[config.mk]
export PLATFORM = sky130hd
export DESIGN_NAME = sw_word_fifo
export DESIGN_NICKNAME = d
export VERILOG_FILES = /design/src/rtl/sw_word_fifo.sv
export SDC_FILE = /design/constraint.sdc
export NUM_CORES = 1
export LEC_CHECK = 0
export CORE_MARGIN = 2
export CORE_UTILIZATION = 51
export DETAILED_ROUTE_END_ITERATION = 7
export GPL_TIMING_DRIVEN = 1
export PLACE_DENSITY = 0.81
export SETUP_SLACK_MARGIN = 0.15
export SYNTH_ARGS = -nofsm -noshare
export SYNTH_HDL_FRONTEND = slang
export SYNTH_SLANG_ARGS = --single-unit
[constraint.sdc]
create_clock -name clk -period 3.6 [get_ports clk]
set_input_delay 0.72 -clock clk [delete_from_list [all_inputs] [get_ports clk]]
set_output_delay 0.72 -clock clk [all_outputs]
set_load 0.02 [all_outputs]
[src/rtl/sw_word_fifo.sv]
// rtl/sw_word_fifo.sv - hex-digit entry register feeding a first-word-fall-through word FIFO
// Digits shift into cur_word MSB-first; a commit pushes the finished word for the CPU to drain.
module sw_word_fifo #(
  parameter int DEPTH = 4,
  parameter int AW    = 2
) (
  input  logic          clk,
  input  logic          rst,
  input  logic          p,
  input  logic [3:0]    h,
  input  logic          commit,
  input  logic          bksp,
  input  logic          rd,
  input  logic          clr_ovf,
  output logic [31:0]   cur_word,
  output logic [3:0]    ndig,
  output logic [31:0]   rdata,
  output logic          valid,
  output logic          full,
  output logic [AW:0]   count,
  output logic          ovf
);

  localparam logic [AW:0] FULL_CNT = (AW+1)'(DEPTH);

  logic [31:0]   mem [DEPTH];
  logic [AW-1:0] wr_ptr;
  logic [AW-1:0] rd_ptr;

  logic          commit_req;
  logic          push;
  logic          pop;
  logic          commit_fail;
  logic [31:0]   cur_word_nxt;
  logic [3:0]    ndig_nxt;

  assign full  = (count == FULL_CNT);
  assign valid = (count != '0);
  assign rdata = valid ? mem[rd_ptr] : 32'h0;

  // A full FIFO still accepts a commit when the CPU pops in the same cycle.
  assign commit_req  = commit && (ndig != 4'd0);
  assign pop         = rd && valid;
  assign push        = commit_req && (!full || rd);
  assign commit_fail = commit_req && full && !rd;

  always_comb begin
    cur_word_nxt = cur_word;
    ndig_nxt     = ndig;
    if (push) begin
      if (p) begin
        cur_word_nxt = {28'h0, h};
        ndig_nxt     = 4'd1;
      end else begin
        cur_word_nxt = 32'h0;
        ndig_nxt     = 4'd0;
      end
    end else if (p) begin
      cur_word_nxt = {cur_word[27:0], h};
      ndig_nxt     = (ndig == 4'd8) ? 4'd8 : ndig + 4'd1;
    end else if (bksp && !commit && (ndig != 4'd0)) begin
      cur_word_nxt = {4'h0, cur_word[31:4]};
      ndig_nxt     = ndig - 4'd1;
    end
  end

  always_ff @(posedge clk or posedge rst) begin
    if (rst) begin
      cur_word <= 32'h0;
      ndig     <= 4'd0;
    end else begin
      cur_word <= cur_word_nxt;
      ndig     <= ndig_nxt;
    end
  end

  // Storage is not reset; rdata is masked while the FIFO is empty.
  always_ff @(posedge clk) begin
    if (push) begin
      mem[wr_ptr] <= cur_word;
    end
  end

  always_ff @(posedge clk or posedge rst) begin
    if (rst) begin
      wr_ptr <= '0;
      rd_ptr <= '0;
      count  <= '0;
    end else begin
      if (push) begin
        wr_ptr <= wr_ptr + AW'(1);
      end
      if (pop) begin
        rd_ptr <= rd_ptr + AW'(1);
      end
      case ({push, pop})
        2'b10:   count <= count + (AW+1)'(1);
        2'b01:   count <= count - (AW+1)'(1);
        default: count <= count;
      endcase
    end
  end

  // A lost commit outranks a same-cycle clear.
  always_ff @(posedge clk or posedge rst) begin
    if (rst) begin
      ovf <= 1'b0;
    end else if (commit_fail) begin
      ovf <= 1'b1;
    end else if (clr_ovf) begin
      ovf <= 1'b0;
    end
  end

endmodule

==> metrics.md <==
| Metric | Value |
|---|---|
| Number of I/O pins | 85 |
| Worst min path class | reg2reg |
| Die Area | 14800 um^2 |
| Synth top area cells | edfxtp_1 (54%), dfrtp_1 (16%), mux4_2 (10%) |
| DR iter-0 viols | 301 |
| Final-report hold violation count | 0 |
| EDFF count, synth | 128 |
| Setup CP Type | reg2out |
| Vias in the first global route | 4080 |
| Initial Util | 51.6% |
| GRT Util Overall | 20.5% |
| Final cycle utilization of the critical path | 88.5% |
| Layout cell share with drive strength beyond 1 | 16.2% |
| CTS Buffer Depth | 2 |
| Final HPWL DP | 8670 um |
| Worst EP required | 2.88 ns |
| Fmax | 314 MHz |
| Row count | 43 |
| Synth area leader | edfxtp_1 |
| Max Cap Viol | 0 |
| Largest net degree at the start of global routing | 45 |
| Ys async rst share | 25.6% |
| Slew Limit Fails | 0 |
| Final ANT Viol Nets | 0 |
| Fillers | 944 |
| YS warnings | 0 |
| Clk sinks | 172 |
| # resized after CTS | 0 |
| Unrepaired setup endpoints after global routing | no |
| Sequential share of the synthesized area | 69.9% |
| Max Fanout on Critical Path | 34 |
| I/O Buffers | 84 |
| Total CTS buffers | 17 |
| Critical Path Sink Type | primary output |
| Register bit total from synthesis | 172 |
| Power per standard cell area | 862 nW/um^2 |
| Worst-path clk slew | 0.06 ns |
| Clk_lat worst skew | 0.43 ns |
| Ant diodes | 0 |
| Synth top cells by count | edfxtp_1 (128), dfrtp_1 (44), and2_1 (37), nand2_1 (33), mux4_2 (32) |
| Mapped Cells | 419 |
| Relative slew slack | 38.6% |
| Total global routing overflow | 0 |
| CTS Hold Bufs | 0 |
| Setup TNS | 0 ns |
| Setup crit start kind | flip-flop |
| R2r startpoint | ndig[0]$_DFFE_PP0P_ |
| Fin area | 8730 um^2 |
| Yosys top cell area share | 54.3% |
| DR vias/cell | 5.65 |
| Area Overhead vs Synth | 23.5% |
| Most frequent cell after synthesis | edfxtp_1 |
| Drt wl/cell | 20.0 um |
| Routed wire length | 14100 um |
| Core area | 13700 um^2 |
| Clk_skew | 0.0111 ns |
| Final setup violation count | 0 |
| Vias | 3986 |
| Synth Cell Area | 7070 um^2 |
| Synth cell types | 37 |
| Syn Area/Cell | 16.9 um^2 |
| DP Area | 8110 um^2 |
| First-pass GRT wire length | 22100 um |
| Synthesized net count | 438 |
| 1st-pass router iterations | 4 |
| H-tree depth | 4 |
| Die H | 122 um |
| # DRC | 0 |
| Root cell of the clock tree | clkbuf_16 |
| Worst vdd ir | 0.000484 V |
| Least-Margin Pin Slew | 0.919 ns |
| Initial antenna violation count | 0 |
| Setup crit start | count[0]$_DFFE_PP0P_ |
| TritonCTS clock tree | built |
| Die extent in x | 122 um |
| Top_reg_cell synth | edfxtp_1 |
| Minimum clock period | 3.19 ns |
| Data arrival, critical path | 2.47 ns |
| Status | finished, final reports clean |
| Routability cong. | 0.830 |
| Final nets | 531 |
| Hold Startpoint | ovf$_DFFE_PP0P_ |
| Lkg Pwr | 3.21 nW |
| Post-CTS Setup Bufs | 0 |
## metrics by stage
step	setup WS (ns)	hold slack (ns)	utilization (%)	instances	power, mW
after floorplan	0.822	0.580	-	419	4.62
after global placement	0.384	0.517	59.1	673	5.66
after detailed placement	0.282	0.526	59.1	673	5.75
after CTS	0.236	0.537	63.6	705	7.60
after global routing	0.321	0.561	63.7	705	7.89
final	0.415	0.533	63.7	705	7.53
## state kept, by name, indices dropped and copies added, names as in the netlist
name      count
count         3
ovf           1
cur_word     32
mem         128
ndig          4
wr_ptr        2
rd_ptr        2
## cell families (layout without fill, tap and decap cells)
family	count (synthesis)	after routing	synth area share (%)
adder cells (fa/ha/maj)	8	8	1.52
AND/OR/NAND/NOR	91	91	7.11
XOR/XNOR	6	6	0.743
AO/OA/AOI/OAI	47	47	4.23
flip-flops	172	172	69.9
buffers and inverters	37	143	2.64
multiplexers	58	58	13.9
## report_power, final
| part | internal [mW] | total [mW] | switching [mW] | leakage, nW |
|---|---|---|---|---|
| logic | 1.38 | 2.86 | 1.48 | 1.11 |
| clock network | 1.12 | 1.84 | 0.722 | 0.309 |
| registers | 2.60 | 2.82 | 0.223 | 1.79 |
| total | 5.10 | 7.53 | 2.43 | 3.21 |
## final timing paths
kind	endpoint	slack, ns	cells past startpoint
hold / removal	ovf$_DFFE_PP0P_	0.53	2
max in group asynchronous	rd_ptr[0]$_DFFE_PP0N_	2.15	2
hold reg to reg	ovf$_DFFE_PP0P_	0.53	2
setup reg to reg	count[2]$_DFFE_PP0P_	0.73	11
min in group asynchronous	count[0]$_DFFE_PP0P_	0.82	2
setup / recovery	rdata[23]	0.41	3
## layer usage
layer | wire (um) | up-vias | global-route usage [%]
li1 | - | 1780 | -
met1 | 5830 | 2034 | 26.8
met2 | 7100 | 147 | 32.3
met3 | 915 | 25 | 6.18
met4 | 261 | 0 | 8.33
met5 | 0 | - | 0
## final cells by class
type / instances / area [um^2] / share of cell area [%]
Timing Repair Buffer: 98 / 941 / 10.8
Clock inverter: 7 / 41.3 / 0.473
Multi-Input combinational cell: 210 / 1940 / 22.3
Inverter: 13 / 53.8 / 0.616
Tap cell: 180 / 225 / 2.58
Sequential cell: 172 / 4950 / 56.6
Clock buffer: 25 / 582 / 6.66
## critical path: stages, from the launching register on
cell and delay, ns:
dfrtp_1 0.43, or3_2 0.79, and2_1 0.27, clkdlybuf4s50_1 0.54
## cell usage in the layout (no fill, tap or decap), drive strengths merged, types with 4 or more instances in the layout
cell type	instances
o21ai	29
clkinv	6
inv	13
a22oi	5
dfrtp	44
mux4	32
nor2b	4
clkbuf	25
nand2	33
mux2i	26
a32o	4
edfxtp	128
clkdlybuf4s50	83
ha	7
and2	37
buf	15
(Power assumes the default switching activity.)
